[src/rtl/pending_priority_encoder.sv]
// Sticky-pending N-input priority encoder with a registered valid/ack grant handshake.
// Define PENC_ROUND_ROBIN_EN for rotating-pointer arbitration instead of fixed priority.
module pending_priority_encoder #(
  parameter int unsigned N = 8,
  localparam int unsigned W = $clog2(N)
) (
  input  logic         clk,
  input  logic         rst,
  input  logic         en,
  input  logic [N-1:0] req,
  output logic         valid,
  output logic [W-1:0] idx,
  input  logic         ack,
  output logic [N-1:0] pend,
  output logic         ovf
);

  typedef enum logic [0:0] {StIdle, StGrant} state_e;

  state_e         state_q, state_d;
  logic [N-1:0]   pend_q, pend_d;
  logic [W-1:0]   idx_q, idx_d;
  logic           ovf_q, ovf_d;
  logic [N-1:0]   clr;
  logic [N-1:0]   cap;
  logic           sel_found;
  logic [W-1:0]   sel_idx;
  logic           ack_eff;

  assign ack_eff = (state_q == StGrant) && ack;
  assign cap     = en ? req : '0;

  always_comb begin
    clr = '0;
    if (ack_eff) clr[idx_q] = 1'b1;
  end

  // A new request on a bit being cleared this cycle re-arms it and is not an overflow.
  assign pend_d = (pend_q & ~clr) | cap;
  assign ovf_d  = |(cap & pend_q & ~clr);

`ifdef PENC_ROUND_ROBIN_EN
  logic [W-1:0] ptr_q, ptr_d;

  // Search downward from ptr, wrapping modulo N.
  always_comb begin
    logic [W-1:0] cand;
    sel_found = 1'b0;
    sel_idx   = '0;
    cand      = '0;
    for (int i = 0; i < N; i++) begin
      cand = ptr_q - W'(i);
      if (!sel_found && pend_q[cand]) begin
        sel_found = 1'b1;
        sel_idx   = cand;
      end
    end
  end

  always_comb begin
    ptr_d = ptr_q;
    if (ack_eff) ptr_d = idx_q - W'(1);
  end

  always_ff @(posedge clk) begin
    if (rst) ptr_q <= W'(N - 1);
    else     ptr_q <= ptr_d;
  end
`else
  // Highest set index wins: later loop iterations override earlier ones.
  always_comb begin
    sel_idx = '0;
    for (int i = 0; i < N; i++) begin
      if (pend_q[i]) sel_idx = W'(i);
    end
    sel_found = |pend_q;
  end
`endif

  always_comb begin
    state_d = state_q;
    idx_d   = idx_q;
    unique case (state_q)
      StIdle: begin
        if (sel_found) begin
          idx_d   = sel_idx;
          state_d = StGrant;
        end
      end
      StGrant: begin
        if (ack) state_d = StIdle;
      end
      default: state_d = StIdle;
    endcase
  end

  always_ff @(posedge clk) begin
    if (rst) begin
      state_q <= StIdle;
      pend_q  <= '0;
      idx_q   <= '0;
      ovf_q   <= 1'b0;
    end else begin
      state_q <= state_d;
      pend_q  <= pend_d;
      idx_q   <= idx_d;
      ovf_q   <= ovf_d;
    end
  end

  assign valid = (state_q == StGrant);
  assign idx   = idx_q;
  assign pend  = pend_q;
  assign ovf   = ovf_q;

endmodule

[config.mk]
export PLATFORM = sky130hd
export DESIGN_NAME = pending_priority_encoder
export DESIGN_NICKNAME = d
export VERILOG_FILES = /design/src/rtl/pending_priority_encoder.sv
export SDC_FILE = /design/constraint.sdc
export NUM_CORES = 1
export LEC_CHECK = 0
export CAP_MARGIN = 20
export CORE_ASPECT_RATIO = 1.1
export CORE_MARGIN = 4
export CORE_UTILIZATION = 44
export CTS_BUF_LIST = sky130_fd_sc_hd__clkbuf_8
export DETAILED_ROUTE_END_ITERATION = 10
export PLACE_DENSITY = 0.81
export RECOVER_POWER = 25
export SLEW_MARGIN = 20
export SYNTH_ARGS = -nofsm -noshare
export SYNTH_HDL_FRONTEND = slang
export SYNTH_SLANG_ARGS = --single-unit
[constraint.sdc]
create_clock -name clk -period 1.65 [get_ports clk]
set_input_delay 0.33 -clock clk [delete_from_list [all_inputs] [get_ports clk]]
set_output_delay 0.33 -clock clk [all_outputs]
set_load 0.01 [all_outputs]
== Yosys cells after proc, flatten, opt, wreduce, memory -nomap -nowiden ==
Index checks and enable logic that the tools add are counted.
Cells by class
  order comparisons: 2
  muxes and demuxes: 14
  reduce and logical (&&, ||, !) cells: 5
  bitwise operators: 6
Operator list (count)
  bitwise AND 8 bit: 3
  two-way mux 3 bit: 6
  two-way mux 8 bit: 2
  OR reduction 8 bit: 2
  inverter 8 bit: 1
  OR 8 bit: 1
  < comparator 3 x 4 -> 1 bit, second input constant: 1
  two-way mux 1 bit: 4
  demux 1 bit (select 3 bit): 1
  >= comparator 3 x 1 -> 1 bit, second input constant: 1
  logical AND 1 bit: 2
  one-hot mux 1 bit (2 select lines): 1
  AND reduction 2 bit: 1
  inverter 1 bit: 1
Storage, ports and cells
  output and inout bits: 13
  register bits: 13
  word-level logic and storage cells: 31

== Depth between registers and ports, before layout ==
Gate-level depths: netlist of run 1.
  depth after elaboration: 8
  gate-level depth with buffers: 5
  depth with buffers taken out: 4

== Worst setup path after synthesis of run 1 ==
No wires, ideal clock.
  path type: reg-to-reg
  start point: register state_q, in the netlist valid
  end point: register ovf_q, in the netlist ovf
  arrival: 1181 ps
  slack: 334 ps
  required time: 1515 ps
  cell stages (with the launch flop): 6
  library setup time: 135 ps
  path through: dfxtp_1 and3_1 buf_4 a31oi_1 nor4_2 a41oi_1
On the way
  cells in the longest elaborated chain, start to end: 5
Ends and longest elaborated chain
  from (decl): line 20  | state_e state_q, state_d;
  from (signal assigned): line 99  | state_q <= StIdle;
  from (signal assigned): line 104  | state_q <= state_d;
  logical AND 1 bit: line 30  | assign ack_eff = (state_q == StGrant) && ack;
  two-way mux 8 bit: line 35  | if (ack_eff) clr[idx_q] = 1'b1;
  inverter 8 bit: line 40  | assign ovf_d = |(cap & pend_q & ~clr);
  bitwise AND 8 bit: line 40
  OR reduction 8 bit: line 40
  to (signal assigned): line 107  | ovf_q <= ovf_d;
  to (decl): line 23  | logic ovf_q, ovf_d;
No other way between the ends.
A chain may end at the register's enable or synchronous reset.

== Final worst setup path of run 1 ==
  start point: register pend_q[6], in the netlist pend[6]
  end point: output pend[6]
RTL lines
  from (decl): line 21  | logic [N-1:0] pend_q, pend_d;
  from (signal assigned): line 105  | pend_q <= pend_d;
  to (decl): line 14  | output logic [N-1:0] pend,
No word-level cell between the ends.

==> results of run 1 <==
what timing repair did:
action	CTS	global route
endpoints found under the setup margin	1	2
hold buffers	0	0
pin swaps	0	0
resized for setup	1	2
cloned	0	0
cells in the final DEF, fill, tap and decap left out, drive strengths merged, types with 2 or more instances in the layout:
| master | count |
|---|---|
| clkbuf | 4 |
| a31oi | 2 |
| a22oi | 6 |
| nand2b | 2 |
| buf | 2 |
| a21oi | 9 |
| nor2 | 14 |
| clkdlybuf4s50 | 24 |
| o21ai | 2 |
| nor4 | 3 |
| nand2 | 10 |
| a311oi | 2 |
| nor2b | 2 |
| inv | 3 |
| nand3 | 3 |
| dfxtp | 13 |
metrics by stage:
step | cells | setup TNS [ns]
floorplan | 81 | 0
global placement | 120 | -0.0709
detailed placement | 120 | -0.113
CTS | 124 | 0
global route | 124 | 0
finish | 124 | 0
cells by family after synthesis:
logic type,synth area share
flops,0.405
simple gates,0.294
compound gates,0.253
buf+inv,0.0468
report_power, final:
part	leakage, nW	total [mW]	switching [mW]	internal (mW)
Clock	0.0269	0.275	0.111	0.164
Combinational	0.224	0.219	0.0966	0.122
Sequential	0.108	0.391	0.0458	0.345
state kept, by name, indices dropped and copies added, names as in the netlist:
name	flops
idx	3
ovf	1
pend	8
valid	1
final cells by class:
class / instances / area, µm²
repair buffers: 27 / 263
multi-input cells: 62 / 353
flip-flops and latches: 13 / 263
fillers: 119 / 415
inverters: 2 / 7.51
clock buffers: 3 / 41.3
well taps: 16 / 20.0
clock inverters: 1 / 3.75
per-layer routing:
metal  vias to the layer above  track usage
met1                       340        0.248
met4                         0       0.0904
met2                        35        0.340
met5                         -            0
li1                        345            -
met3                         4       0.0451
final timing paths:
check	start	endpoint	slack (ns)	cells after the start
worst min register to register	idx[1]$_SDFFE_PP0P_	idx[1]$_SDFFE_PP0P_	0.54	2
worst max-delay path	pend[6]$_SDFF_PP0_	pend[6]	0.06	1
worst min-delay path	idx[1]$_SDFFE_PP0P_	idx[1]$_SDFFE_PP0P_	0.54	2
worst max register to register	valid$_SDFF_PP0_	ovf$_SDFF_PP0_	0.25	4
==> metrics, run 1 <==
Period minus WS final=1.59 ns; RePlAce Congestion=~0.83; Hold Slack=0.537 ns; Max H-tree Level=1; HPWL after DPL=roughly 1.3 mm; CP Cell Sequence=clkdlybuf4s50_1; P_leak=0.359 nW; DIE AREA=2130 µm²; RSZ-0062 raised after global routing=false; cell taking the most area after synthesis=dfxtp_1; First DRT Iteration DRCs=13; Worst Tran Pin Value=between 0.3 and 0.4 ns; met2 routed WL=913 µm; Ys Warns=0; final setup fails=0; PwrDens=931 nW/µm²; largest fanout on the critical path=6; Chip Width=44.4 µm; first-pass GRT wire length=3.08 mm; Crit. End Element=primary output; Worst setup SP type=flip-flop; critical path's largest stage delay=0.59 ns; CTS Sinks=13; highest routed layer=met4; vias in the first global route=651; I/O Buffers=24; top-count cell post-synth=nor2_1; max-cap violations=0; Ant. Diodes=0; top cell type's share of synthesized area=0.405; area growth from synthesis to layout=48.1%; via count=724; f_max=627 MHz; clk_lat worst skew=0.24 ns; DRT met1 WL=798 µm; fin. max-slew vios=0; Syn Area/Cell=between 7 and 8 µm²; Worst EP required=1.32 ns; Final period util=0.966; min-delay worst type=flip-flop to flip-flop; maximum VDD drop=0.558 mV; largest net degree at the start of global routing=10; syn_nets=93; Crit path max-delay family=buffers and inverters; Seq/Total Area, Yosys=0.405; core area=1370 µm²; effective utilization at floorplan=0.470; fin worst setup slack=around 0.056 ns; post-synth cell types=22; Mapped Area=642 µm²; Post-Route WL=1.88 mm; synth cell count leaders=14 x nor2_1, 13 x dfxtp_1, 10 x nand2_1; final hold viol count=0; FFs w/ async S/R, synth=0; class of the most critical setup path=flip-flop to primary output; Worst Path Buf+Inv=1; pre-CTS setup slack=-0.113 ns; Top FF cell, synth=dfxtp_1; Core Util, Final=0.696; die height=48.1 µm; placement row count=14; fin area=951 µm²; Max stage delay cell, worst path=clkdlybuf4s50_1; Worst-path clk slew=0.05 ns; Detail Route Antenna Nets=0; postcts setup bufs=0; GRT Util Overall=0.202; total power=885 µW; vias per cell=a little under 6; clock root buffer=clkbuf_8; io pins=25; Routed WL per cell=approximately 15 µm; met3 WL post-DR=127 µm; first drt pass iteration count=4; Worst EP arrival=1.26 ns; Cells after Synth=81; CTS tree=yes; antenna violations before repair=0; nets@finish=121; CTS Buffer Depth=2; share of layout cells above drive strength 1=0.120; Area after DPL=902 µm²; #FFs+latches synth=13; gr ovfl total=0; Slew HR=0.768; Post-synth EDFFs=0; status=finished clean; Synth area leaders=dfxtp_1 41%, nor2_1 8.2%, a21oi_1 7.0%; CTS buffer count=3; Clock Skew=0.00147 ns; # DRC=0
Note: power is estimated with default switching activity, not from simulation.
==> run 2: changes to the inputs <==
--- a/config.mk
+++ b/config.mk
@@ -8,11 +8,13 @@
 export CAP_MARGIN = 20
 export CORE_ASPECT_RATIO = 1.1
 export CORE_MARGIN = 4
-export CORE_UTILIZATION = 44
-export CTS_BUF_LIST = sky130_fd_sc_hd__clkbuf_8
+export CORE_UTILIZATION = 41
+export CTS_BUF_LIST = sky130_fd_sc_hd__clkbuf_16
+export CTS_CLUSTER_DIAMETER = 120
 export DETAILED_ROUTE_END_ITERATION = 10
-export PLACE_DENSITY = 0.81
+export PLACE_DENSITY = 0.76
 export RECOVER_POWER = 25
+export REMOVE_ABC_BUFFERS = 1
 export SLEW_MARGIN = 20
 export SYNTH_ARGS = -nofsm -noshare
 export SYNTH_HDL_FRONTEND = slang
==> run 2 against run 1 <==
Compared with the run above:
- combinational power about the same
- clock power up 63%
- worst hold slack worse by 0.015 ns
- register-to-register slack worse by 0.06 ns
- count of clock-buffer cells in the layout unchanged
- via count down 3.0%
- critical path type unchanged
==> metrics, run 2 (synthesized netlist as in run 1, its figures left out) <==
Worst-path clk slew=0.04 ns (was 0.05 ns); clock root buffer=clkbuf_16 (was clkbuf_8); Post-Route Setup TNS=0 ns (unchanged); Core Util, Final=0.694 (was 0.696); PwrDens=1070 nW/µm² (was 931 nW/µm²); Slew HR=0.647 (was 0.768); max-cap violations=0 (unchanged); placement row count=14 (unchanged); I/O Buffers=24 (unchanged); Ant. Diodes=0 (unchanged); gr ovfl total=0 (unchanged); share of layout cells above drive strength 1=0.128 (was 0.120); RR Startpoint=pend[3]$_SDFF_PP0_ (was valid$_SDFF_PP0_); Clock Skew=0.00204 ns (was 0.00147 ns); f_max=637 MHz (was 627 MHz); Worst R2R End=idx[1]$_SDFFE_PP0P_ (was ovf$_SDFF_PP0_); # DRC=0 (unchanged); Hold EP=idx[1]$_SDFFE_PP0P_ (unchanged); Worst Tran Pin Value=0.525 ns (was 0.345 ns); NetSw=266 µW (was 254 µW); maximum VDD drop=0.684 mV (was 0.558 mV); final hold viol count=0 (unchanged); Area after DPL=910 µm² (was 902 µm²); largest net degree at the start of global routing=10 (unchanged); area growth from synthesis to layout=53.4% (was 48.1%); nets@finish=122 (was 121); Post-Route WL=1.80 mm (was 1.88 mm); CTS buffer count=3 (unchanged); Crit. End Element=primary output (unchanged); CP Cell Sequence=clkdlybuf4s50_1 (unchanged); total power=1.05 mW (was 885 µW); fin area=985 µm² (was 951 µm²); status=finished clean (unchanged); Reg2Reg Depth=3 (was 4); Crit path max-delay family=buffers and inverters (unchanged); DIE AREA=2260 µm² (was 2130 µm²); clk_lat worst skew=0.24 ns (about the same); core area=1420 µm² (was 1370 µm²); RePlAce Congestion=0.855 (was 0.832); Routed WL per cell=14.4 µm (was 15.1 µm); commonest cells after routing, fill and taps aside=24 x clkdlybuf4s50_1, 14 x nor2_1, 10 x nand2_1, 9 x a21oi_1, 8 x dfxtp_1 (was 24 x clkdlybuf4s50_1, 14 x nor2_1, 11 x dfxtp_1, 10 x nand2_1, 9 x a21oi_1); Max stage delay cell, worst path=clkdlybuf4s50_1 (unchanged); final setup fails=0 (unchanged); min-delay worst type=flip-flop to flip-flop (unchanged); number of flip-flops under the largest register name=8 (unchanged); Worst EP required=1.32 ns (about the same); Clock power frac=0.425 (was 0.311); Max H-tree Level=1 (unchanged); Period minus WS final=1.57 ns (was 1.59 ns); r2r setup slk=0.19 ns (was 0.25 ns); cts hold-fix bufs=0 (unchanged); io pins=25 (unchanged); class of the most critical setup path=flip-flop to primary output (unchanged); P_leak=0.376 nW (was 0.359 nW); CTS tree=yes (unchanged); Worst EP arrival=1.24 ns (was 1.26 ns); fin. max-slew vios=0 (unchanged); combinational power share=0.205 (was 0.247); CTS Buffer Depth=2 (unchanged); antenna violations before repair=0 (unchanged); First DRT Iteration DRCs=13 (unchanged); Worst Path Buf+Inv=1 (unchanged); Final period util=0.951 (was 0.966); HPWL after DPL=1.31 mm (was 1.28 mm); critical path's largest stage delay=0.58 ns (was 0.59 ns); Worst setup SP type=flip-flop (unchanged); Net Sw Frac=0.252 (was 0.287); die height=49.5 µm (was 48.1 µm); GRT Util Overall=0.175 (was 0.202); hold depth=2 (unchanged); Detail Route Antenna Nets=0 (unchanged); vias in the first global route=655 (was 651); final std cells w/o fill=125 (was 124); effective utilization at floorplan=0.452 (was 0.470); Placed Instances=121 (was 120); first drt pass iteration count=5 (was 4); cell internal pwr=788 µW (was 631 µW); HP Start=idx[1]$_SDFFE_PP0P_ (unchanged); largest fanout on the critical path=8 (was 6); vias per cell=5.62 (was 5.84); CTS Sinks=13 (unchanged); Chip Width=45.7 µm (was 44.4 µm); first-pass GRT wire length=2.97 mm (was 3.08 mm); via count=702 (was 724); RSZ-0062 raised after global routing=false (unchanged); commonest non-fill, non-tap cell in the layout=clkdlybuf4s50_1 (unchanged); Seq pwr share=0.370 (was 0.442)
-- run 2: changes by cell type in the layout (fill, tap and decap cells not counted), moves of 3 or more --
cell,change
dfxtp_2,+3
clkbuf_8,-3
clkbuf_16,+3
dfxtp_1,-3
-- run 2: cell type report --
class,count,area [µm²]
fillers,120,434
multi-input cells,62,345
flip-flops and latches,13,267
repair buffers,28,267
clock buffers,3,75.1
well taps,16,20.0
inverters,2,7.51
clock inverters,1,3.75
-- run 2: worst register-to-register path, cell delays in order (launching register included) --
cell      delay [ns]
dfxtp_1         0.34
nor4_1          0.52
a21oi_1         0.23
a311oi_1        0.29
-- run 2: how the worst max path moves through the flow --
| stage | startpoint | end | cells after the start |
|---|---|---|---|
| 5_1_grt | valid$_SDFF_PP0_ | valid | 1 |
| 3_5_place_dp | ack | ovf$_SDFF_PP0_ | 5 |
| 6_report | valid$_SDFF_PP0_ | valid | 1 |
| 2_1_floorplan | valid$_SDFF_PP0_ | ovf$_SDFF_PP0_ | 4 |
| 3_3_place_gp | ack | ovf$_SDFF_PP0_ | 5 |
| 4_1_cts | pend[5]$_SDFF_PP0_ | pend[5] | 1 |
-- run 2: power groups by stage --
stage                     registers (mW)  clock network, mW  logic, mW
final                              0.390              0.448      0.216
after global routing               0.397              0.483      0.236
after CTS                          0.388              0.454      0.217
after detailed placement           0.392                  0      0.215
after global placement             0.392                  0      0.214
after floorplan                    0.397                  0     0.0877
-- run 2: routing by layer --
| metal | global-route usage | wire (µm) | vias up |
|---|---|---|---|
| met3 | 0.0400 | 127 | 5 |
| met2 | 0.284 | 861 | 35 |
| met1 | 0.216 | 777 | 313 |
| li1 | - | - | 349 |
| met4 | 0.0711 | 37 | 0 |
| met5 | 0 | 0 | - |
-- run 2: timing repair --
action / 4_1_cts / 5_1_grt
setup buffers: 0 / 0
gates resized for setup: 0 / 5
setup endpoints to repair: 0 / 5
hold endpoints to repair: 0 / 0
-- run 2: per-stage QoR --
| step | hold WS [ns] | setup slack (ns) |
|---|---|---|
| after global routing | 0.548 | 0.0143 |
| final | 0.522 | 0.0813 |
| after global placement | 0.512 | -0.0884 |
| after detailed placement | 0.520 | -0.125 |
| after floorplan | 0.399 | 0.343 |
| after CTS | 0.525 | 0.0240 |
==> run 3: changes to the inputs <==
--- a/config.mk
+++ b/config.mk
@@ -7,7 +7,7 @@
 export LEC_CHECK = 0
 export CAP_MARGIN = 20
 export CORE_ASPECT_RATIO = 1.1
-export CORE_MARGIN = 4
+export CORE_MARGIN = 8
 export CORE_UTILIZATION = 41
 export CTS_BUF_LIST = sky130_fd_sc_hd__clkbuf_16
 export CTS_CLUSTER_DIAMETER = 120
==> run 3 against run 2 <==
Compared with the run above:
- die area grew 36%
- highest routed layer unchanged
- final cell count is the same
- global-route usage shrank 5.2 points
- non-clock buffer count shrank 1
- via count grew 0.71%
- clock skew is essentially flat
- wire length grew 1.6%
- count of clock-buffer cells in the layout is the same
- combinational power is essentially flat
- flip-flop and latch count is the same
- power shrank 0.58%
==> metrics, run 3 (synthesized netlist as in run 1, its figures left out) <==
area growth from synthesis to layout=52.0% (was 53.4%); Clock Skew=0.00218 ns (was 0.00204 ns); critical path's largest stage delay=0.58 ns (about the same); io pins=25 (unchanged); fin area=976 µm² (was 985 µm²); final hold viol count=0 (unchanged); Post-Route Setup TNS=0 ns (unchanged); DRT met1 WL=751 µm (was 777 µm); PwrDens=1070 nW/µm² (about the same); fin. max-slew vios=0 (unchanged); Chip Width=53.7 µm (was 45.7 µm); Hold Slack=0.526 ns (was 0.522 ns); met2 routed WL=885 µm (was 861 µm); placement row count=15 (was 14); Detail Route Antenna Nets=0 (unchanged); CTS tree=yes (unchanged); CTS buffer count=3 (unchanged); Layout fillers=137 (was 120); vias per cell=5.66 (was 5.62); Core Util, Final=0.642 (was 0.694); First DRT Iteration DRCs=24 (was 13); max-cap violations=0 (unchanged); Max stage delay cell, worst path=clkdlybuf4s50_1 (unchanged); # DRC=0 (unchanged); via count=707 (was 702); largest net degree at the start of global routing=12 (was 10); share of layout cells above drive strength 1=0.102 (was 0.128); Worst Tran Pin Value=0.426 ns (was 0.525 ns); f_max=638 MHz (was 637 MHz); clock root buffer=clkbuf_16 (unchanged); Ant. Diodes=0 (unchanged); Slew HR=0.714 (was 0.647); first drt pass iteration count=5 (unchanged); CTS Buffer Depth=2 (unchanged); Worst-path clk slew=0.04 ns (about the same); Crit. End Element=primary output (unchanged); min-delay worst type=flip-flop to flip-flop (unchanged); status=finished clean (unchanged); Post-Route WL=1.83 mm (was 1.80 mm); total power=1.05 mW (about the same); Worst setup SP type=flip-flop (unchanged); maximum VDD drop=0.565 mV (was 0.684 mV); Period minus WS final=1.57 ns (about the same); CTS Sinks=13 (unchanged); largest fanout on the critical path=8 (unchanged); P_leak=0.370 nW (was 0.376 nW); gr ovfl total=0 (unchanged); Placed Instances=121 (unchanged); first-pass GRT wire length=2.98 mm (was 2.97 mm); DIE AREA=3090 µm² (was 2260 µm²); effective utilization at floorplan=0.422 (was 0.452); Crit path max-delay family=buffers and inverters (unchanged); HPWL after DPL=1.42 mm (was 1.31 mm); met3 WL post-DR=123 µm (was 127 µm); final std cells w/o fill=125 (unchanged); final setup fails=0 (unchanged); highest routed layer=met4 (unchanged); class of the most critical setup path=flip-flop to primary output (unchanged); Area after DPL=903 µm² (was 910 µm²); I/O Buffers=24 (unchanged); pre-CTS setup slack=-0.0785 ns (was -0.125 ns); Routed WL per cell=14.7 µm (was 14.4 µm); Final period util=0.950 (was 0.951); Worst Path Buf+Inv=1 (unchanged); Max H-tree Level=1 (unchanged); Worst EP arrival=1.24 ns (about the same); die height=57.5 µm (was 49.5 µm); core area=1520 µm² (was 1420 µm²); RePlAce Congestion=0.924 (was 0.855); fin worst setup slack=0.0833 ns (was 0.0813 ns); CP Cell Sequence=clkdlybuf4s50_1 (unchanged); number of flip-flops under the largest register name=8 (unchanged); clk_lat worst skew=0.24 ns (about the same); vias in the first global route=706 (was 655); commonest cells after routing, fill and taps aside=24 x clkdlybuf4s50_1, 14 x nor2_1, 10 x nand2_1, 10 x dfxtp_1, 9 x a21oi_1 (was 24 x clkdlybuf4s50_1, 14 x nor2_1, 10 x nand2_1, 9 x a21oi_1, 8 x dfxtp_1); postcts setup bufs=0 (unchanged); antenna violations before repair=0 (unchanged); Worst EP required=1.32 ns (about the same); nets@finish=121 (was 122); r2r setup slk=0.26 ns (was 0.19 ns); RSZ-0062 raised after global routing=false (unchanged); commonest non-fill, non-tap cell in the layout=clkdlybuf4s50_1 (unchanged); GRT Util Overall=0.124 (was 0.175)
## run 3: changes by cell type in the layout (fill, tap and decap cells not counted), sizes merged
cell  change
buf       -1
## run 3: repair_timing
| item | in CTS | in global routing |
|---|---|---|
| setup endpoints to repair | 1 | 2 |
| hold endpoints to repair | 0 | 0 |
| hold buffers | 0 | 0 |
| resized for setup | 1 | 2 |
## run 3: final timing paths
check | from | endpoint | depth (start not counted)
min | idx[1]$_SDFFE_PP0P_ | idx[1]$_SDFFE_PP0P_ | 2
min reg2reg | idx[1]$_SDFFE_PP0P_ | idx[1]$_SDFFE_PP0P_ | 2
max | valid$_SDFF_PP0_ | valid | 1
max reg2reg | pend[5]$_SDFF_PP0_ | idx[0]$_SDFFE_PP0P_ | 3
## run 3: final cells by class
cell class                 instances  area, µm²  share of cell area
timing repair buffer              27        259               0.265
clock buffer                       3       75.1              0.0769
multi-input combinational         62        345               0.354
inverter                           2       7.51             0.00769
clock inverter                     1       3.75             0.00385
sequential                        13        264               0.271
tap                               17       21.3              0.0218
## run 3: worst register-to-register path, stage by stage (launching register included)
cell and delay (ns):
dfxtp_1 0.35, nor4_1 0.44, a21oi_1 0.20, a311oi_1 0.30
## run 3: layer usage
metal  vias up  GRT usage
met5         -          0
met4         0     0.0686
met3         8     0.0260
met2        23      0.204
met1       329      0.139
li1        347          -
## run 3: where the power goes
part / total, mW / switching, mW / internal [mW]
combinational: 0.214 / 0.0943 / 0.119
sequential: 0.389 / 0.0426 / 0.346
clock: 0.445 / 0.126 / 0.319
